===== src/rtl/kbd_coord_pkg.sv =====
// rtl/kbd_coord_pkg.sv - shared constants and types for the keyboard coordinate entry block
// Contents: PS/2 set-2 scancode constants, entry FSM state encoding, timeout timer width.
package kbd_coord_pkg;

  localparam logic [7:0] SC_BREAK = 8'hF0;
  localparam logic [7:0] SC_EXT   = 8'hE0;
  localparam logic [7:0] SC_ENTER = 8'h5A;
  localparam logic [7:0] SC_BKSP  = 8'h66;
  localparam logic [7:0] SC_ESC   = 8'h76;

  // Digit make codes, 0..9
  localparam logic [7:0] SC_D0 = 8'h45;
  localparam logic [7:0] SC_D1 = 8'h16;
  localparam logic [7:0] SC_D2 = 8'h1E;
  localparam logic [7:0] SC_D3 = 8'h26;
  localparam logic [7:0] SC_D4 = 8'h25;
  localparam logic [7:0] SC_D5 = 8'h2E;
  localparam logic [7:0] SC_D6 = 8'h36;
  localparam logic [7:0] SC_D7 = 8'h3D;
  localparam logic [7:0] SC_D8 = 8'h3E;
  localparam logic [7:0] SC_D9 = 8'h46;

  // Letter make codes, A..J
  localparam logic [7:0] SC_LA = 8'h1C;
  localparam logic [7:0] SC_LB = 8'h32;
  localparam logic [7:0] SC_LC = 8'h21;
  localparam logic [7:0] SC_LD = 8'h23;
  localparam logic [7:0] SC_LE = 8'h24;
  localparam logic [7:0] SC_LF = 8'h2B;
  localparam logic [7:0] SC_LG = 8'h34;
  localparam logic [7:0] SC_LH = 8'h33;
  localparam logic [7:0] SC_LI = 8'h43;
  localparam logic [7:0] SC_LJ = 8'h3B;

  localparam int TIMER_W = 28;

  typedef enum logic [1:0] {
    ST_WAIT_X = 2'b00,
    ST_WAIT_Y = 2'b01,
    ST_READY  = 2'b10
  } entry_state_t;

endpackage


===== src/rtl/kbd_coord_entry_decoder.sv =====
// rtl/kbd_coord_entry_decoder.sv - combinational make-code classifier (module scancode_digit_decoder)
// Ports: i_code   scancode byte
//        o_is_digit/o_value  digit key and its value 0..9
//        o_is_letter         letter A..J (value in o_value); only when KBD_LETTER_COL_EN is defined
//        o_is_enter/o_is_bksp/o_is_esc  control keys
// Macro: KBD_LETTER_COL_EN enables letter decode.
module scancode_digit_decoder
  import kbd_coord_pkg::*;
(
  input  logic [7:0] i_code,
  output logic       o_is_digit,
  output logic       o_is_letter,
  output logic [3:0] o_value,
  output logic       o_is_enter,
  output logic       o_is_bksp,
  output logic       o_is_esc
);

  always_comb begin
    o_is_digit  = 1'b1;
    o_is_letter = 1'b0;
    o_value     = 4'd0;
    case (i_code)
      SC_D0: o_value = 4'd0;
      SC_D1: o_value = 4'd1;
      SC_D2: o_value = 4'd2;
      SC_D3: o_value = 4'd3;
      SC_D4: o_value = 4'd4;
      SC_D5: o_value = 4'd5;
      SC_D6: o_value = 4'd6;
      SC_D7: o_value = 4'd7;
      SC_D8: o_value = 4'd8;
      SC_D9: o_value = 4'd9;
      default: o_is_digit = 1'b0;
    endcase
`ifdef KBD_LETTER_COL_EN
    if (!o_is_digit) begin
      o_is_letter = 1'b1;
      case (i_code)
        SC_LA: o_value = 4'd0;
        SC_LB: o_value = 4'd1;
        SC_LC: o_value = 4'd2;
        SC_LD: o_value = 4'd3;
        SC_LE: o_value = 4'd4;
        SC_LF: o_value = 4'd5;
        SC_LG: o_value = 4'd6;
        SC_LH: o_value = 4'd7;
        SC_LI: o_value = 4'd8;
        SC_LJ: o_value = 4'd9;
        default: o_is_letter = 1'b0;
      endcase
    end
`endif
  end

  assign o_is_enter = (i_code == SC_ENTER);
  assign o_is_bksp  = (i_code == SC_BKSP);
  assign o_is_esc   = (i_code == SC_ESC);

endmodule


===== src/rtl/kbd_coord_entry.sv =====
// rtl/kbd_coord_entry.sv - PS/2 scancode stream to validated {X,Y} board coordinate
// Ports: clock, resetn (async active-low)
//        scan_code/scan_valid   keyboard receiver byte + strobe
//        coord                  live entry {X,Y}
//        coord_ready            both coordinates entered, not committed
//        commit/commit_coord    one-cycle commit pulse and captured coordinate
//        entry_state            FSM state for LEDs
//        err                    one-cycle pulse on rejected key or timeout
// Macro: KBD_LETTER_COL_EN (letters A..J accepted as X column, via the decoder).
module kbd_coord_entry
  import kbd_coord_pkg::*;
#(
  parameter int unsigned COORD_MAX      = 9,
  parameter int unsigned TIMEOUT_CYCLES = 250000000
) (
  input  logic       clock,
  input  logic       resetn,
  input  logic [7:0] scan_code,
  input  logic       scan_valid,
  output logic [7:0] coord,
  output logic       coord_ready,
  output logic       commit,
  output logic [7:0] commit_coord,
  output logic [1:0] entry_state,
  output logic       err
);

  localparam logic [TIMER_W-1:0] TIMER_LAST = TIMER_W'(TIMEOUT_CYCLES - 1);

  entry_state_t       r_state, w_state_nxt;
  logic [3:0]         r_x, r_y, w_x_nxt, w_y_nxt;
  logic               r_brk, r_ext, w_brk_nxt, w_ext_nxt;
  logic               r_commit, r_err, w_commit_nxt, w_err_nxt;
  logic [7:0]         r_commit_coord, w_commit_coord_nxt;
  logic [TIMER_W-1:0] r_timer, w_timer_nxt;

  logic       w_dec_digit, w_dec_letter, w_dec_enter, w_dec_bksp, w_dec_esc;
  logic [3:0] w_dec_value;
  logic       w_key, w_enter, w_expired, w_in_range;

  scancode_digit_decoder u_dec (
    .i_code      (scan_code),
    .o_is_digit  (w_dec_digit),
    .o_is_letter (w_dec_letter),
    .o_value     (w_dec_value),
    .o_is_enter  (w_dec_enter),
    .o_is_bksp   (w_dec_bksp),
    .o_is_esc    (w_dec_esc)
  );

  assign w_in_range = (32'(w_dec_value) <= COORD_MAX);
  assign w_expired  = (TIMEOUT_CYCLES != 0) && (r_state != ST_WAIT_X) && (r_timer == TIMER_LAST);

  always_ff @(posedge clock or negedge resetn) begin
    if (!resetn) begin
      r_state        <= ST_WAIT_X;
      r_x            <= 4'd0;
      r_y            <= 4'd0;
      r_brk          <= 1'b0;
      r_ext          <= 1'b0;
      r_commit       <= 1'b0;
      r_err          <= 1'b0;
      r_commit_coord <= 8'h00;
      r_timer        <= '0;
    end else begin
      r_state        <= w_state_nxt;
      r_x            <= w_x_nxt;
      r_y            <= w_y_nxt;
      r_brk          <= w_brk_nxt;
      r_ext          <= w_ext_nxt;
      r_commit       <= w_commit_nxt;
      r_err          <= w_err_nxt;
      r_commit_coord <= w_commit_coord_nxt;
      r_timer        <= w_timer_nxt;
    end
  end

  always_comb begin
    w_state_nxt        = r_state;
    w_x_nxt            = r_x;
    w_y_nxt            = r_y;
    w_brk_nxt          = r_brk;
    w_ext_nxt          = r_ext;
    w_commit_nxt       = 1'b0;
    w_err_nxt          = 1'b0;
    w_commit_coord_nxt = r_commit_coord;
    w_key              = 1'b0;
    w_enter            = 1'b0;

    // Timer only advances while a partial/complete entry is pending.
    if (TIMEOUT_CYCLES == 0 || r_state == ST_WAIT_X) w_timer_nxt = '0;
    else                                             w_timer_nxt = r_timer + TIMER_W'(1);

    if (scan_valid) begin
      w_timer_nxt = '0;
      if (scan_code == SC_BREAK) begin
        w_brk_nxt = 1'b1;
      end else if (scan_code == SC_EXT) begin
        w_ext_nxt = 1'b1;
      end else if (r_brk) begin
        // Released key (plain or extended): swallow it and drop both prefixes.
        w_brk_nxt = 1'b0;
        w_ext_nxt = 1'b0;
      end else if (r_ext) begin
        // Only keypad Enter matters in the extended table; the rest vanish silently.
        w_ext_nxt = 1'b0;
        w_enter   = (scan_code == SC_ENTER);
        w_key     = w_enter;
      end else begin
        w_key   = 1'b1;
        w_enter = w_dec_enter;
      end
    end

    if (w_key) begin
      if (w_dec_esc && !r_ext) begin
        w_x_nxt     = 4'd0;
        w_y_nxt     = 4'd0;
        w_state_nxt = ST_WAIT_X;
      end else if (w_enter) begin
        if (r_state == ST_READY) begin
          w_commit_nxt       = 1'b1;
          w_commit_coord_nxt = {r_x, r_y};
          w_state_nxt        = ST_WAIT_X;
        end else begin
          w_err_nxt = 1'b1;
        end
      end else if (w_dec_bksp) begin
        if (r_state == ST_READY) begin
          w_y_nxt     = 4'd0;
          w_state_nxt = ST_WAIT_Y;
        end else if (r_state == ST_WAIT_Y) begin
          w_x_nxt     = 4'd0;
          w_state_nxt = ST_WAIT_X;
        end
      end else if (w_dec_digit || (w_dec_letter && r_state == ST_WAIT_X)) begin
        if (!w_in_range || r_state == ST_READY) begin
          w_err_nxt = 1'b1;
        end else if (r_state == ST_WAIT_X) begin
          w_x_nxt     = w_dec_value;
          w_y_nxt     = 4'd0;
          w_state_nxt = ST_WAIT_Y;
        end else begin
          w_y_nxt     = w_dec_value;
          w_state_nxt = ST_READY;
        end
      end else begin
        w_err_nxt = 1'b1;
      end
    end else if (!scan_valid && w_expired) begin
      w_x_nxt     = 4'd0;
      w_y_nxt     = 4'd0;
      w_state_nxt = ST_WAIT_X;
      w_err_nxt   = 1'b1;
      w_timer_nxt = '0;
    end
  end

  assign coord        = {r_x, r_y};
  assign coord_ready  = (r_state == ST_READY);
  assign commit       = r_commit;
  assign commit_coord = r_commit_coord;
  assign entry_state  = r_state;
  assign err          = r_err;

endmodule

===== config.mk =====
export PLATFORM = sky130hd
export DESIGN_NAME = kbd_coord_entry
export DESIGN_NICKNAME = d
export VERILOG_FILES = /design/src/rtl/kbd_coord_pkg.sv /design/src/rtl/kbd_coord_entry_decoder.sv /design/src/rtl/kbd_coord_entry.sv
export SDC_FILE = /design/constraint.sdc
export NUM_CORES = 1
export LEC_CHECK = 0
export CAP_MARGIN = 20
export CORE_ASPECT_RATIO = 0.8
export CORE_MARGIN = 2
export CORE_UTILIZATION = 60
export CTS_BUF_LIST = sky130_fd_sc_hd__clkbuf_8 sky130_fd_sc_hd__clkbuf_16
export CTS_CLUSTER_SIZE = 8
export DETAILED_ROUTE_END_ITERATION = 12
export PLACE_DENSITY = 0.85
export SLEW_MARGIN = 25
export SYNTH_ARGS = -nofsm -noshare
export SYNTH_HDL_FRONTEND = slang
export SYNTH_SLANG_ARGS = --single-unit
export TNS_END_PERCENT = 50

===== constraint.sdc =====
create_clock -name clock -period 5.5 [get_ports clock]
set_input_delay 0.55 -clock clock [delete_from_list [all_inputs] [get_ports clock]]
set_output_delay 0.55 -clock clock [all_outputs]
set_load 0.02 [all_outputs]

==> flow_summary.yaml <==
floorplan:
  rows: 22
  fp.coreArea_mm2: 0.00451
  die_area_mm2: 0.00515
  die-height_um: 64.6
  ios: 32
  start_util: 0.610
  die_x_um: 79.7
detailed_routing:
  via_count: 2068
  dr.pass1.iters: 4
  wl_um: 5480
  wl_met1_um: 2690
  wl_met2_um: 2470
  routed_via_density: 5.79
  dr_wl_met3_um: 272
  drtAntennaViolNets: 0
  routed.top_layer: "met4"
  drc: 0
  wl_per_cell_um: 15.4
  drt_iter0_drc: 146
clocking:
  cts-root-buf: "clkbuf_8"
  cts_resized: 0
  ctsHoldBuffers: 0
  post_cts_buffers: 0
  cts_tree: "built"
  clockBufferDepth: 2
  clk_latency_ns: 0.30
  clkTransAtPathRegs_ns: 0.09
  cts_buffers: 5
  cts_num_sinks: 50
  htree_levels: 2
timing:
  hold_viol: 0
  maxSlewHeadroom: 0.425
  slew_violations: 0
  tightest_slew_ns: 0.860
  grt_setup_unrepaired: "no"
  tns_ns: 0
  fin_skew_ns: 0.00513
  setup_viol: 0
  min_period_ns: 2.89
  period_share: 0.525
  fmax_ghz: 0.346
critical_path:
  arrival_ns: 3.09
  path_class: "input pin to register"
  cp.required_ns: 5.70
  path_max_fanout: 11
  crit_path_start_kind: "input pin"
  cp-end-kind: "register"
logic_synthesis:
  synth.distinct_cells: 54
  syn_avg_cell_area_um2: 10.4
  ys_ff_latch: 50
  async_flop_share: 1.00
  synth_top_area_share: 0.454
  ys_seq_area_frac: 0.454
  synthesis.area_mm2: 0.00275
  yosysTopAreaCell: "dfrtp_1"
  ys.warnings.count: 0
  syn_inst: 266
  syn_nets: 278
  synth_ff_type: "dfrtp_1"
  synth_edf_count: 0
  synth.area.top_cells: "dfrtp_1 45%, xor2_1 7.0%, nor2_1 5.6%"
power_and_ir_drop:
  p_per_area_mw_per_mm2: 236
  peakVddDrop_mv: 0.192
  leakage_nw: 1.35
  power_uw: 756
global_route:
  grt_pass1_vias: 2052
  grt_pass1_wl_um: 9730
  antenna_found_initial: 0
  grt_overflow: 0
  grt_max_degree: 51
  grt_use_total: 0.243
place:
  place_congestion: 0.972
  dp_hpwl_um: 4030
  port_buffers: 31
layout:
  area_delta_synth_final_pct: 16.3
  diodes: 0
  fillers: 343
  drive_above_1_share: 0.131
  fin_nets: 308
  seqCellArea_mm2: 0.00125
  multiInputGateArea_mm2: 0.00144
job:
  drv_cap: 0
outcome:
  status: "completed"
hold_path:
  hold_path_class: "input pin to async pin"
-- worst paths after layout --
| kind | start | endpoint | slack [ns] | cells after the start |
|---|---|---|---|---|
| worst min-delay path | resetn | r_brk | 0.25 | 1 |
| worst max-delay path | scan_code[3] | r_x[1] | 2.61 | 7 |
| worst min register to register | r_timer[0] | r_timer[0] | 0.49 | 1 |
| min in group clock | r_timer[0] | r_timer[0] | 0.49 | 1 |
| max in group asynchronous | resetn | commit | 4.84 | 1 |
| worst max register to register | r_timer[0] | r_timer[4] | 3.01 | 6 |
-- kinds of logic after synthesis --
family / after synthesis / share of synthesized area
AOI/OAI and AO/OA: 28 / 0.0913
xor gates and xnor gates: 30 / 0.0981
adders and majority gates: 1 / 0.00454
buffers and inverters: 11 / 0.0214
DFF: 50 / 0.454
muxes: 18 / 0.0836
and+or+nand+nor: 128 / 0.247
-- worst max-delay path: stages --
cell and delay [ns]:
clkdlybuf4s50_1 0.61, nand3b_2 0.41, or3_4 0.45, xnor2_1 0.17, nand2b_1 0.12, a221oi_4 0.43
mux2_4 0.34
-- area by class of cell --
class,count,share of cell area
multi-input combinational,205,0.451
sequential,50,0.391
timing repair buffer,31,0.0961
tap,60,0.0234
clock buffer,5,0.0215
clock inverter,3,0.0141
inverter,3,0.00352
-- cell usage in the layout, fill, tap and decap left out, types with 8 or more instances in the layout --
cell type and n:
clkdlybuf4s50_1 30, dfrtp_1 50, mux2_2 8, mux2_4 8
nand2_1 18, nand3_1 12, nor2_1 41, nor3_1 11
xor2_1 22
-- per-stage QoR --
stage	utilization	setup slack (ns)	cells	area, um^2	hold WS, ns
global placement	0.684	2.42	349	3090	0.473
floorplan	-	3.21	266	2750	0.254
global route	0.710	2.49	357	3200	0.302
detailed placement	0.684	2.33	349	3090	0.480
CTS	0.710	2.64	357	3200	0.282
finish	0.710	2.61	357	3200	0.246
-- synthesized netlist by cell type (6+ instances only) --
| cell | instances |
|---|---|
| dfrtp_1 | 50 |
| nor2_1 | 41 |
| xor2_1 | 22 |
| nand2_1 | 18 |
| nand3_1 | 12 |
| nor3_1 | 11 |
| mux2_2 | 8 |
| mux2_4 | 8 |
| and3_1 | 7 |
| nand4_1 | 7 |
| xnor2_1 | 7 |
| nand2b_1 | 6 |
-- where the power goes --
group | internal, mW | total, mW | switching (mW)
clock network | 0.135 | 0.258 | 0.123
logic | 0.0413 | 0.113 | 0.0721
registers | 0.375 | 0.384 | 0.00864
total | 0.552 | 0.756 | 0.204
-- metal layers --
layer  up-vias  GRT usage
met2        52      0.375
met3         5     0.0543
met1      1012      0.353
met4         0     0.0572
li1        999          -
met5         -          0
-- flip-flops by register name, indices dropped and copies added (netlist names), 2 cells and up --
name          flops
entry_state       2
commit_coord      8
r_x               4
r_y               4
r_timer          28
Note: power is estimated with default switching activity, not from simulation.
